## config.mk

```make
export PLATFORM = sky130hd
export DESIGN_NAME = mem_listener_mc
export DESIGN_NICKNAME = d
export VERILOG_FILES = /design/src/rtl/mem_listener_mc.sv
export SDC_FILE = /design/constraint.sdc
export NUM_CORES = 1
export LEC_CHECK = 0
export BUFFER_PORTS_ARGS = -buffer_cell sky130_fd_sc_hd__buf_2
export CAP_MARGIN = 10
export CORE_UTILIZATION = 45
export CTS_CLUSTER_SIZE = 28
export DETAILED_ROUTE_END_ITERATION = 10
export PLACE_DENSITY = 0.7
export SLEW_MARGIN = 15
export SYNTH_ARGS = -nofsm -noshare
export SYNTH_HDL_FRONTEND = slang
export SYNTH_SLANG_ARGS = --single-unit
```

## constraint.sdc

```tcl
create_clock -name clk -period 3.8 [get_ports clk]
set_input_delay 0.19 -clock clk [delete_from_list [all_inputs] [get_ports clk]]
set_output_delay 0.19 -clock clk [all_outputs]
set_load 0.005 [all_outputs]
```

## src/rtl/mem_listener_mc.sv

```systemverilog
// Memory response listener: pairs incoming refill beats with the oldest pending miss,
// stamps them with address/id/beat index and reports line completion.
module mem_listener_mc #(
  parameter int unsigned DATA_W = 32,
  parameter int unsigned ADDR_W = 32,
  parameter int unsigned ID_W   = 2,
  parameter int unsigned DEPTH  = 4,
  parameter int unsigned BEATS  = 4,
  localparam int unsigned BEAT_W = (BEATS > 1) ? $clog2(BEATS) : 1,
  localparam int unsigned CNT_W  = $clog2(DEPTH) + 1
) (
  input  logic              clk,
  input  logic              rst,
  input  logic              flush,
  input  logic              req_valid,
  output logic              req_ready,
  input  logic [ADDR_W-1:0] req_addr,
  input  logic [ID_W-1:0]   req_id,
  input  logic              mem_valid,
  output logic              mem_ready,
  input  logic [DATA_W-1:0] mem_data,
  input  logic              mem_last,
  output logic              out_valid,
  input  logic              out_ready,
  output logic [ADDR_W-1:0] out_addr,
  output logic [DATA_W-1:0] out_data,
  output logic [ID_W-1:0]   out_id,
  output logic [BEAT_W-1:0] out_beat,
  output logic              out_last,
  output logic              received,
  output logic [CNT_W-1:0]  pending_cnt,
  output logic              err
);

  localparam int unsigned PTR_W = $clog2(DEPTH);
  localparam int unsigned OFF_W = $clog2(DATA_W / 8);
  localparam logic [BEAT_W-1:0] LAST_BEAT = BEAT_W'(BEATS - 1);

  logic [ADDR_W-1:0] fifo_addr [DEPTH];
  logic [ID_W-1:0]   fifo_id   [DEPTH];
  logic [PTR_W-1:0]  wr_ptr;
  logic [PTR_W-1:0]  rd_ptr;
  logic [CNT_W-1:0]  count;
  logic [BEAT_W-1:0] beat;

  logic              fifo_full;
  logic              fifo_empty;
  logic              push;
  logic              accept;
  logic              beat_last;
  logic              pop;
  logic [ADDR_W-1:0] beat_addr;

  assign fifo_full   = (count == CNT_W'(DEPTH));
  assign fifo_empty  = (count == '0);
  assign req_ready   = !fifo_full;
  assign mem_ready   = !fifo_empty && (!out_valid || out_ready) && !flush;
  assign push        = req_valid && req_ready && !flush;
  assign accept      = mem_valid && mem_ready;
  assign beat_last   = (beat == LAST_BEAT);
  assign pop         = accept && beat_last;
  assign beat_addr   = fifo_addr[rd_ptr] + (ADDR_W'(beat) << OFF_W);
  assign received    = out_valid && out_ready && out_last;
  assign pending_cnt = count;

  // Request payload storage; needs no reset since occupancy is tracked by count.
  always_ff @(posedge clk) begin
    if (push) begin
      fifo_addr[wr_ptr] <= req_addr;
      fifo_id[wr_ptr]   <= req_id;
    end
  end

  // FIFO pointers, occupancy and beat counter; flush overrides any push/accept.
  always_ff @(posedge clk or negedge rst) begin
    if (!rst) begin
      wr_ptr <= '0;
      rd_ptr <= '0;
      count  <= '0;
      beat   <= '0;
    end else if (flush) begin
      wr_ptr <= '0;
      rd_ptr <= '0;
      count  <= '0;
      beat   <= '0;
    end else begin
      if (push) wr_ptr <= wr_ptr + PTR_W'(1);
      if (pop)  rd_ptr <= rd_ptr + PTR_W'(1);
      case ({push, pop})
        2'b10:   count <= count + CNT_W'(1);
        2'b01:   count <= count - CNT_W'(1);
        default: count <= count;
      endcase
      if (accept) beat <= beat_last ? '0 : beat + BEAT_W'(1);
    end
  end

  // Output beat register toward the data accessor.
  always_ff @(posedge clk or negedge rst) begin
    if (!rst) begin
      out_valid <= 1'b0;
      out_addr  <= '0;
      out_data  <= '0;
      out_id    <= '0;
      out_beat  <= '0;
      out_last  <= 1'b0;
    end else if (flush) begin
      out_valid <= 1'b0;
    end else if (accept) begin
      out_valid <= 1'b1;
      out_addr  <= beat_addr;
      out_data  <= mem_data;
      out_id    <= fifo_id[rd_ptr];
      out_beat  <= beat;
      out_last  <= beat_last;
    end else if (out_ready) begin
      out_valid <= 1'b0;
    end
  end

  // The beat counter is authoritative; a disagreeing mem_last is only flagged.
  always_ff @(posedge clk or negedge rst) begin
    if (!rst) begin
      err <= 1'b0;
    end else if (accept && (mem_last != beat_last)) begin
      err <= 1'b1;
    end
  end

endmodule

```

==> impl_metrics.json <==
{
  "die_w_um": 142,
  "globalRoute.totalOverflow": 0,
  "finalSetupViolCount": 0,
  "layout.nets": 907,
  "ys.flop_type": "edfxtp_1",
  "fin_worst_skew_ns": 0.00789,
  "worst-r2r-cell-count": 7,
  "finalSetupTns_ns": 0,
  "grt_setup_unrepaired": "no",
  "slew_viol_final": 0,
  "clk_pin_slew_ns": 0.06,
  "endpoint_kind": "register",
  "grt_pass1_vias": 5813,
  "yosys_warnings": 0,
  "period_share_pct": 84.9,
  "drt_iter0_drc": 282,
  "syn_to_final_growth_pct": 26.9,
  "grt_max_degree": 81,
  "synth_nets": 687,
  "start_kind": "register",
  "die_y_um": 142,
  "period_needed_ns": 3.23,
  "postSynthAreaPerCell_um2": 14.6,
  "ys_ff_latch": 216,
  "gp_congestion": 0.750,
  "ant_nets": 0,
  "cts.sinks": 216,
  "synth_cells": 605,
  "async_reset_ff_share_pct": 37.0,
  "grt_pass1_wl_mm": 30.1,
  "crit_path_cell_trace": "mux4_2 -> ha_1 -> a21o_1 -> nand4_2 -> or4_4 -> or4_1 -> a31oi_1",
  "cp_data_required_time_ns": 4.24,
  "die_area_um2": 20100,
  "powerDensity_nw_per_um2": 507,
  "routedWlPerCell_um": 17.3,
  "cts_root_buf": "clkbuf_16",
  "hold_path.class": "input pin to register",
  "most-common-layout-cells": "153 x nand2_1, 148 x buf_2, 136 x edfxtp_1, 79 x dfrtp_1, 68 x dlygate4sd3_1",
  "vias": 5680,
  "cts_inserted_buffers": 23,
  "firstDrtPassIters": 5,
  "path_max_fanout": 14,
  "wl_mm": 19.1,
  "utilization_pct": 59.0,
  "core_area_um2": 19000,
  "crit_path_top_delay_cell": "dfrtp_2",
  "num_rows": 50,
  "cap_violations": 0,
  "critPathMaxStageDelay_ns": 0.64,
  "cts_tree": "yes",
  "drc_errors": 0,
  "drive_gt1_share_pct": 27.2,
  "pin_count": 150,
  "floorplan.initialDensity_pct": 46.5,
  "cts_setup_buffers": 0,
  "synth_edf_count": 136,
  "nFillCells": 1488,
  "antenna_cells": 0,
  "p_leak_nw": 4.60,
  "antenna_found_initial": 0,
  "yosysUniqueCellTypes": 45,
  "htree_levels": 1,
  "hold_depth": 3,
  "yosysSeqAreaShare_pct": 69.1,
  "post_dp_cell_area_um2": 9810,
  "ir_drop_uv": 369,
  "synth_area_um2": 8810,
  "final_common_cell": "nand2_1",
  "hold_viol_final": 0,
  "tightest_slew_ns": 0.961,
  "viasPerCell": 5.15,
  "cts_buffer_depth": 3,
  "grt_use_total_pct": 19.5,
  "clkLatencyLatePin_ns": 0.52,
  "dp_hpwl_mm": 12.2,
  "maxSlewHeadroom_pct": 36.0,
  "status": "finished clean",
  "io_buffer_count": 149,
  "final_cell_area_um2": 11200,
  "cp.arrival_ns": 3.67,
  "max_freq_mhz": 310,
  "path_class": "register to register"
}
==> cell type report <==
cell class	instances	area (um^2)	share of cell area, %
Sequential cell	216	6090	54.4
Multi-Input combinational cell	353	2560	22.9
Timing Repair Buffer	225	1490	13.4
Clock buffer	26	587	5.25
Tap cell	260	325	2.91
Clock inverter	16	104	0.929
Inverter	6	22.5	0.201
==> synth_stat cells, drive strengths merged, types with 2 or more instances <==
library cell,count,area [um^2]
buf,11,85.1
or3b,2,17.5
inv,6,22.5
a21o,4,30.0
or4,8,67.6
a211o,4,35.0
mux4,34,803
or3,2,12.5
a21oi,6,30.0
and2,5,31.3
edfxtp,136,4080
a22oi,2,15.0
and4,2,17.5
xor2,6,52.6
and3,12,75.1
nor4,3,18.8
nand3,12,72.6
fa,2,40.0
nor4b,3,26.3
nand2,153,574
or4b,2,20.0
dfrtp,80,2000
o21ai,17,85.1
nand4,5,50.1
ha,7,87.6
clkbuf,19,71.3
o31ai,5,37.5
xnor2,11,96.3
a221o,3,30.0
a31oi,9,56.3
nor3,9,45.0
nor2b,2,12.5
o211ai,2,15.0
nor2,18,67.6
==> worst paths after layout <==
check	slack (ns)	from	to
max	0.57	rd_ptr[0]	out_addr[25]
min	0.03	mem_last	err
max reg2reg	0.57	rd_ptr[0]	out_addr[25]
min reg2reg	0.46	err	err
max in group asynchronous	2.95	rst	rd_ptr[0]
min in group asynchronous	0.29	rst	out_data[28]
==> per-stage QoR <==
stage               worst slack (ns)  hold slack [ns]  power [mW]  cells
finish                         0.572           0.0302        5.67   1102
global route                   0.363           0.0369        5.93   1102
CTS                            0.523           0.0201        5.74   1102
detailed placement             0.546            0.388        3.61    992
global placement               0.586            0.384        3.57    992
floorplan                      0.325           -0.106        3.21    605
==> kinds of logic (layout without fill, tap and decap cells) <==
family / Yosys count / count (layout) / synth area share [%]
simple gates: 238 / 238 / 12.6
xor+xnor: 17 / 17 / 1.69
buf+inv: 36 / 273 / 2.03
mux: 35 / 35 / 9.23
fa+ha+maj: 9 / 9 / 1.45
compound gates: 54 / 54 / 3.96
flops: 216 / 216 / 69.1
==> worst max-delay path: cells and delay by family (launching register included) <==
family                   cells  cell delay [ns]
adder cells (fa/ha/maj)      1             0.29
multiplexers                 1             0.60
AO/OA/AOI/OAI                2             0.31
AND/OR/NAND/NOR              3             1.31
flip-flops                   1             0.64
==> report_power, final <==
| group | internal [mW] | switching (mW) | total [mW] |
|---|---|---|---|
| logic | 0.348 | 0.369 | 0.717 |
| registers | 2.76 | 0.137 | 2.90 |
| clock network | 1.17 | 0.879 | 2.05 |
| total | 4.29 | 1.39 | 5.67 |
==> sequential cells by signal, summed over array words and instances (netlist names) <==
signal and cells:
out_valid 1, out_id 2, fifo_addr 128, out_beat 2, wr_ptr 2, beat 2, out_data 32, pending_cnt 3
fifo_id 8, rd_ptr 2, out_last 1, err 1, out_addr 32
==> what timing repair did <==
action,in CTS,in global routing
hold endpoints to repair,252,0
hold buffers,68,0
setup endpoints to repair,0,0
gates resized for setup,0,0
==> per-layer routing <==
layer,GRT usage [%],up-vias,routed length [um]
met5,0,-,0
met4,6.56,0,567
met2,35.1,219,9560
li1,-,2680,-
met1,23.8,2749,7880
met3,3.43,32,1080
No activity file was read; power rests on OpenSTA's default activity.
